<file path="src/rtl/rob_phase_tracker.sv">
// Tracks start/end phase markers retired on the commit channels and queues timed events.
// Optional macro PHASE_TAINT_PEAK_EN adds per-phase peak taint tracking.
module rob_phase_tracker #(
    parameter int NCH        = 2,
    parameter int FIFO_DEPTH = 8,
    parameter int CNT_W      = 32,
    parameter int TAINT_W    = 32,
    localparam int SLOT_W    = (NCH > 1) ? $clog2(NCH) : 1
) (
    input  logic                 clock,
    input  logic                 reset,
    input  logic [NCH-1:0]       commit_valid,
    input  logic [NCH*32-1:0]    commit_inst,
    input  logic [TAINT_W-1:0]   taint_sum,
    output logic                 evt_valid,
    input  logic                 evt_ready,
    output logic [3:0]           evt_code,
    output logic [SLOT_W-1:0]    evt_slot,
    output logic [CNT_W-1:0]     evt_time,
    output logic [CNT_W-1:0]     evt_cycles,
    output logic                 evt_unmatched,
    output logic [TAINT_W-1:0]   evt_taint_peak,
    output logic [6:0]           active_phases,
    output logic                 overflow,
    output logic [15:0]          drop_cnt
);
    localparam int NPH   = 7;
    localparam int PTR_W = $clog2(FIFO_DEPTH);
    localparam int CW    = PTR_W + 5;

    function automatic logic is_marker(input logic [31:0] inst);
        return (inst[19:0] == 20'h02013) && (inst[31:24] == 8'h00) && (inst[23:20] <= 4'd13);
    endfunction

    function automatic logic [15:0] sat_add16(input logic [15:0] a, input logic [CW-1:0] b);
        logic [16:0] sum;
        sum = {1'b0, a} + 17'(b);
        return sum[16] ? 16'hFFFF : sum[15:0];
    endfunction

    logic [CNT_W-1:0]  now;
    logic [NPH-1:0]    active, act_n;
    logic [CNT_W-1:0]  start_time [NPH];
    logic [CNT_W-1:0]  start_n    [NPH];
    logic [2:0]        ph;

    logic [PTR_W-1:0]  wr_ptr, rd_ptr;
    logic [PTR_W:0]    count;
    logic              pop;

    logic [3:0]        fifo_code   [FIFO_DEPTH];
    logic [SLOT_W-1:0] fifo_slot   [FIFO_DEPTH];
    logic [CNT_W-1:0]  fifo_time   [FIFO_DEPTH];
    logic [CNT_W-1:0]  fifo_cycles [FIFO_DEPTH];
    logic              fifo_unm    [FIFO_DEPTH];

    logic [NCH-1:0]    ev_ok, ev_unm, wr_en;
    logic [3:0]        ev_code   [NCH];
    logic [CNT_W-1:0]  ev_cycles [NCH];
    logic [PTR_W-1:0]  wr_idx    [NCH];
    logic [CW-1:0]     free_cnt, npush, ndrop;

`ifdef PHASE_TAINT_PEAK_EN
    logic [TAINT_W-1:0] peak      [NPH];
    logic [TAINT_W-1:0] peak_n    [NPH];
    logic [TAINT_W-1:0] ev_peak   [NCH];
    logic [TAINT_W-1:0] fifo_peak [FIFO_DEPTH];
`else
    logic unused_taint;
    assign unused_taint = ^taint_sum;
`endif

    assign evt_valid = (count != '0);
    assign pop       = evt_valid & evt_ready;

    // Marker decode: slots walk in ascending order, each seeing lower-slot updates.
    always_comb begin
        act_n   = active;
        start_n = start_time;
        ev_ok   = '0;
        ev_unm  = '0;
        ph      = '0;
        for (int i = 0; i < NCH; i++) begin
            ev_code[i]   = '0;
            ev_cycles[i] = '0;
        end
`ifdef PHASE_TAINT_PEAK_EN
        peak_n = peak;
        for (int p = 0; p < NPH; p++)
            if (active[p] && taint_sum > peak_n[p]) peak_n[p] = taint_sum;
        for (int i = 0; i < NCH; i++) ev_peak[i] = '0;
`endif
        for (int i = 0; i < NCH; i++) begin
            if (commit_valid[i] && is_marker(commit_inst[32*i +: 32])) begin
                ev_ok[i]   = 1'b1;
                ev_code[i] = commit_inst[32*i+20 +: 4];
                ph         = ev_code[i][3:1];
                if (!ev_code[i][0]) begin
                    act_n[ph]   = 1'b1;
                    start_n[ph] = now;
`ifdef PHASE_TAINT_PEAK_EN
                    peak_n[ph]  = taint_sum;
`endif
                end else if (act_n[ph]) begin
                    ev_cycles[i] = now - start_n[ph];
                    act_n[ph]    = 1'b0;
`ifdef PHASE_TAINT_PEAK_EN
                    ev_peak[i]   = peak_n[ph];
`endif
                end else begin
                    ev_unm[i] = 1'b1;
                end
            end
        end
    end

    // FIFO slot allocation: lower slots claim free entries first, the rest drop.
    always_comb begin
        free_cnt = CW'(FIFO_DEPTH) - CW'(count) + CW'(pop);
        npush    = '0;
        ndrop    = '0;
        wr_en    = '0;
        for (int i = 0; i < NCH; i++) begin
            wr_idx[i] = '0;
            if (ev_ok[i]) begin
                if (npush < free_cnt) begin
                    wr_en[i]  = 1'b1;
                    wr_idx[i] = wr_ptr + npush[PTR_W-1:0];
                    npush     = npush + 1'b1;
                end else begin
                    ndrop = ndrop + 1'b1;
                end
            end
        end
    end

    always_ff @(posedge clock) begin
        if (!reset) begin
            now      <= '0;
            active   <= '0;
            wr_ptr   <= '0;
            rd_ptr   <= '0;
            count    <= '0;
            overflow <= 1'b0;
            drop_cnt <= '0;
            for (int p = 0; p < NPH; p++) begin
                start_time[p] <= '0;
`ifdef PHASE_TAINT_PEAK_EN
                peak[p]       <= '0;
`endif
            end
        end else begin
            now        <= now + 1'b1;
            active     <= act_n;
            start_time <= start_n;
`ifdef PHASE_TAINT_PEAK_EN
            peak       <= peak_n;
`endif
            wr_ptr     <= wr_ptr + npush[PTR_W-1:0];
            rd_ptr     <= rd_ptr + PTR_W'(pop);
            count      <= count + npush[PTR_W:0] - (PTR_W+1)'(pop);
            if (ndrop != '0) overflow <= 1'b1;
            drop_cnt   <= sat_add16(drop_cnt, ndrop);
        end
    end

    // Event storage: payload only, qualified by count.
    always_ff @(posedge clock) begin
        for (int i = 0; i < NCH; i++) begin
            if (reset && wr_en[i]) begin
                fifo_code[wr_idx[i]]   <= ev_code[i];
                fifo_slot[wr_idx[i]]   <= SLOT_W'(i);
                fifo_time[wr_idx[i]]   <= now;
                fifo_cycles[wr_idx[i]] <= ev_cycles[i];
                fifo_unm[wr_idx[i]]    <= ev_unm[i];
`ifdef PHASE_TAINT_PEAK_EN
                fifo_peak[wr_idx[i]]   <= ev_peak[i];
`endif
            end
        end
    end

    assign evt_code       = evt_valid ? fifo_code[rd_ptr]   : '0;
    assign evt_slot       = evt_valid ? fifo_slot[rd_ptr]   : '0;
    assign evt_time       = evt_valid ? fifo_time[rd_ptr]   : '0;
    assign evt_cycles     = evt_valid ? fifo_cycles[rd_ptr] : '0;
    assign evt_unmatched  = evt_valid ? fifo_unm[rd_ptr]    : 1'b0;
`ifdef PHASE_TAINT_PEAK_EN
    assign evt_taint_peak = evt_valid ? fifo_peak[rd_ptr]   : '0;
`else
    assign evt_taint_peak = '0;
`endif
    assign active_phases  = active;
endmodule

</file>
<file path="config.mk">
export PLATFORM = sky130hd
export DESIGN_NAME = rob_phase_tracker
export DESIGN_NICKNAME = d
export VERILOG_FILES = /design/src/rtl/rob_phase_tracker.sv
export SDC_FILE = /design/constraint.sdc
export NUM_CORES = 2
export LEC_CHECK = 0
export CORE_UTILIZATION = 49
export DETAILED_ROUTE_END_ITERATION = 12
export PLACE_DENSITY = 0.67
export REMOVE_ABC_BUFFERS = 1
export SYNTH_ARGS = -nofsm -noshare
export SYNTH_HDL_FRONTEND = slang
export SYNTH_SLANG_ARGS = --single-unit
</file>
<file path="constraint.sdc">
create_clock -name clock -period 10.3 [get_ports clock]
set_clock_uncertainty 0.05 [all_clocks]
set_input_delay 2.06 -clock clock [delete_from_list [all_inputs] [get_ports clock]]
set_output_delay 2.06 -clock clock [all_outputs]
set_load 0.02 [all_outputs]
</file>
Word level (Yosys, flattened, before mapping). Memory sizes are Yosys's and may differ from the RTL's. A register that Yosys moved wholly into a read port is not among the register bits. Index checks and enable logic that the tools add are counted.

Add/subtract/negate cells: 13. $lt $le $gt $ge: 12. Eq/ne operators: 2. Muxes and demuxes: 77. Bitwise operators: 9. Reductions and logical operators: 16.

Operators by type and width (number): $mux W224 (4); $bwmux W224 (2); $mux W32 (14); $bmux W32 S3 (2); $demux W32 S3 (2); $sub A32 B32 Y32 (2); $mux W7 (6); $eq A20 B14 Y1 const B (2); $add A32 B1 Y32 const B (1); $mux W3 (9); $mux W1 (26); $mux W4 (5); $add A16 B8 Y17 (1); $logic_not A8 Y1 (2); $mux W16 (1); $mux W8 (2); $and A7 B7 Y7 (2); $not A7 Y7 (2); $or A7 B7 Y7 (2); $logic_and A1 B1 Y1 (12); $add A8 B1 Y8 const B (1); $ge A4 B4 Y1 const B (2); $le A4 B4 Y1 const B (2); $lt A1 B8 Y1 const A (1); other kinds (17) (24).

Register bits: 290. Memory bits (writable): 560. Input bits: 101. Output and inout bits: 127. Word-level logic and storage cells: 148. Memories: 5.

Memory list: fifo_cycles (depth 8, bits a word 32, rd ports 1, clocked after memory_dff 1, wr ports 2, line 54) `logic [CNT_W-1:0] fifo_cycles [FIFO_DEPTH];`; fifo_time (depth 8, bits a word 32, rd ports 1, clocked after memory_dff 1, wr ports 2, line 53) `logic [CNT_W-1:0] fifo_time [FIFO_DEPTH];`; fifo_code (depth 8, bits a word 4, rd ports 1, clocked after memory_dff 1, wr ports 2, line 51) `logic [3:0] fifo_code [FIFO_DEPTH];`; fifo_slot (depth 8, bits a word 1, rd ports 1, clocked after memory_dff 1, wr ports 2, line 52) `logic [SLOT_W-1:0] fifo_slot [FIFO_DEPTH];`; fifo_unm (depth 8, bits a word 1, rd ports 1, clocked after memory_dff 1, wr ports 2, line 55) `logic fifo_unm [FIFO_DEPTH];`.

Depth between registers and ports, before layout.
Depth after elaboration: 15. Depth in mapped cells: 26. Mapped depth without buffers: 25.

Least setup slack after synthesis. Ideal clock, no wire load.

Path type: in2reg. Start: input port evt_ready. End: memory fifo_code[5][0], enable pin. Data arrival time: 8.392 ns. Required time: 9.659 ns. Setup slack: 1.266 ns. Stages on the path: 10. Cell sequence: and2_1 -> ha_1 -> ha_1 -> a21oi_1 -> a211o_1 -> a21oi_1 -> nor2b_1 -> nor2b_1 -> nand3_1 -> o21ai_0.

RTL lines: start, declared (line 16) `input logic evt_ready,`; end, declared (line 51).

==> out/metrics.yaml <==
pwr:
  irDropWorstVdd_v: 0.000145
  leakagePower_uw: 0.0175
  total_power_uw: 8710
  power.density_nw_per_um2: 171
timing:
  finalSetupViolations: 0
  tightest_slew_ns: 1.24
  period_needed_ns: 8.52
  hold_viol_final: 0
  maxSlewHeadroom_pct: 17.0
  rsz0062_at_grt: "no"
  timing.final.crit_share_pct: 82.7
  setup-tns-final_ns: 0
  fmax_ghz: 0.117
  drv_slew: 0
synth:
  syn_area_um2: 45100
  synth_area_per_cell_um2: 10.3
  synthArstFlopShare_pct: 0
  synth_cells: 4369
  synth-seq-area-share_pct: 49.9
  synthXorXnorAreaFrac_pct: 1.65
  synth_top_family_by_area: "multiplexers"
  muxShareOfSynthArea_pct: 15.5
  synth_compound_area_share_pct: 11.8
  synth-seq-cells: 850
  ys.flop_type: "edfxtp_1"
  synth-simple-area-share_pct: 14.4
  yosysWarnings: 0
  ys_types: 85
  synth-edff-count: 552
  yosys.area_share.adder_pct: 2.52
cells_and_area:
  drive_above_1_share_pct: 10.8
  seq_area_um2: 22600
  synthToLayoutAreaGrowth_pct: 12.8
  nets: 4571
  multiInputGateArea_um2: 21100
  layout_common_cells: "nand2_1 (773), edfxtp_1 (552), a21oi_1 (384), mux2i_1 (376), dfxtp_1 (295)"
  fillerInstances: 7673
  final_cell_count_no_fill: 5633
  final_common_cell: "nand2_1"
  final_cell_area_um2: 50900
outcome:
  status: "finished clean"
floorplanning:
  die_h_um: 306
  core_area_um2: 90700
  io_pins: 228
  rows: 110
  dieArea_um2: 93400
  die_w_um: 306
  start_util_pct: 49.8
grt:
  grt_max_degree: 123
  antenna_found_initial: 4
  grt_pass1_wl_um: 215000
  grt_pass1_vias: 34300
  grt_usage_pct: 30.4
  grt_overflow: 0
routing:
  totalWireLength_um: 144000
  post_drt_via_cell_ratio: 6.35
  ant_nets: 0
  wl_per_cell_um: 25.5
  drcViolationCount: 0
  first_pass_iters: 7
  drtIter0Drc: 4820
  dr_total_vias: 35700
cts:
  clock-sinks: 850
  cts_inserted_buffers: 87
  cts.hold.buffers_added: 0
  clkSlewWorstSetupHoldPaths_ns: 0.06
  insertion_delay_ns: 0.67
  htreeDepth: 3
  postCtsSetupBuffers: 0
  cts.path.max_buffers: 3
  cts_root_buf: "clkbuf_16"
  cts_tree: "yes"
  cts_resized: 0
place:
  io_buffers: 163
  placed_area_um2: 48000
  place_congestion: 0.984
  place_inst: 5469
  dp_hpwl_um: 90800
critical_path:
  criticalPathCategory: "input pin to flop"
  crit_fanout: 18
  crit_required_ns: 10.62
  cp-start-kind: "input pin"
  worstPathArrival_ns: 8.84
  crit_path_end_kind: "flop"
flow_run:
  max_cap_viol_count: 0
hold_path:
  hold_path_class: "flop to flop"
## per-stage QoR
step                      setup slack (ns)  hold slack, ns  utilization (%)
final                                 1.78           0.401             56.2
after CTS                             2.03           0.399             56.2
after detailed placement              1.36           0.386             52.9
after global placement                1.45           0.380             52.9
after floorplan                    -0.0167           0.371                -
after global routing                  1.39           0.413             56.2
## registers in the layout (all words and copies together) (netlist names)
signal and count:
wr_ptr 3, fifo_cycles 256, fifo_slot 8, fifo_time 256, overflow 1, now 32, fifo_unm 8, count 4
active_phases 7, fifo_code 32, drop_cnt 16, start_time 224, rd_ptr 3
## final timing paths
check,depth (start not counted),slack [ns],to,start
worst min-delay path,1,0.40,fifo_slot[2]$_DFF_P_,fifo_slot[2]$_DFF_P_
worst min register to register,1,0.40,fifo_slot[2]$_DFF_P_,fifo_slot[2]$_DFF_P_
worst max-delay path,20,1.78,fifo_cycles[6][30]$_DFFE_PP_,commit_inst[14]
worst max register to register,19,4.55,fifo_time[3][25]$_DFFE_PP_,count[0]$_SDFF_PN0_
## cell families after synthesis
family / count (synthesis)
AOI/OAI and AO/OA: 916
other: 1
xor gates and xnor gates: 85
DFF: 850
adders and majority gates: 88
muxes: 524
buffers and inverters: 449
and+or+nand+nor: 1456
## where the power goes
group	switching [µW]	internal (µW)	leakage (µW)	total, µW
Sequential	82.6	3600	0.00749	3680
Combinational	950	794	0.00862	1740
Clock	1390	1890	0.00141	3280
## cell type report
cell class | instances | area share, %
diodes | 2 | 0.00983
flip-flops and latches | 850 | 44.3
multi-input cells | 3101 | 41.4
well taps | 1176 | 2.89
inverters | 48 | 0.368
repair buffers | 294 | 5.28
clock inverters | 49 | 1.17
clock buffers | 113 | 4.58
## routing by layer
layer	up-vias	GRT usage, %	share of wire (%)
li1	16000	-	-
met1	17400	40.7	40
met2	1993	48.6	47
met3	400	5.57	9.5
met4	4	12.5	4.2
met5	-	0	0.019
## cells in the mapped netlist (39+ instances only)
cell	count	share of area, %
nand2_1	781	6.5
edfxtp_1	552	37
a21oi_1	388	4.3
mux2i_1	376	8.3
dfxtp_1	298	13
clkbuf_1	271	2.3
nor2_1	210	1.7
nand3_1	192	2.1
mux4_2	141	7.0
o21ai_0	125	1.4
o21ai_1	113	1.3
ha_1	83	2.3
a22oi_1	64	1.1
buf_1	57	0.47
o22ai_1	48	0.67
xor2_1	46	0.89
inv_1	45	0.37
nor3_1	39	0.43
xnor2_1	39	0.76
## critical path: stages
cell and delay, ns:
clkdlybuf4s50_1 0.40, nor4_1 0.58, and3_1 0.40, nand3_4 0.26
nor2_1 0.44, nand2_1 0.69, nand2_1 0.27, and3_1 0.19
a31oi_1 0.04, nand4_1 0.26, ha_1 0.35, and3_1 0.19
a221oi_1 0.57, o211ai_1 0.27, a31oi_1 0.58, o211ai_1 0.25
a31o_1 0.25, a21oi_1 0.24, xnor2_1 0.34, o32ai_1 0.19
Note: power is estimated with default switching activity, not from simulation.
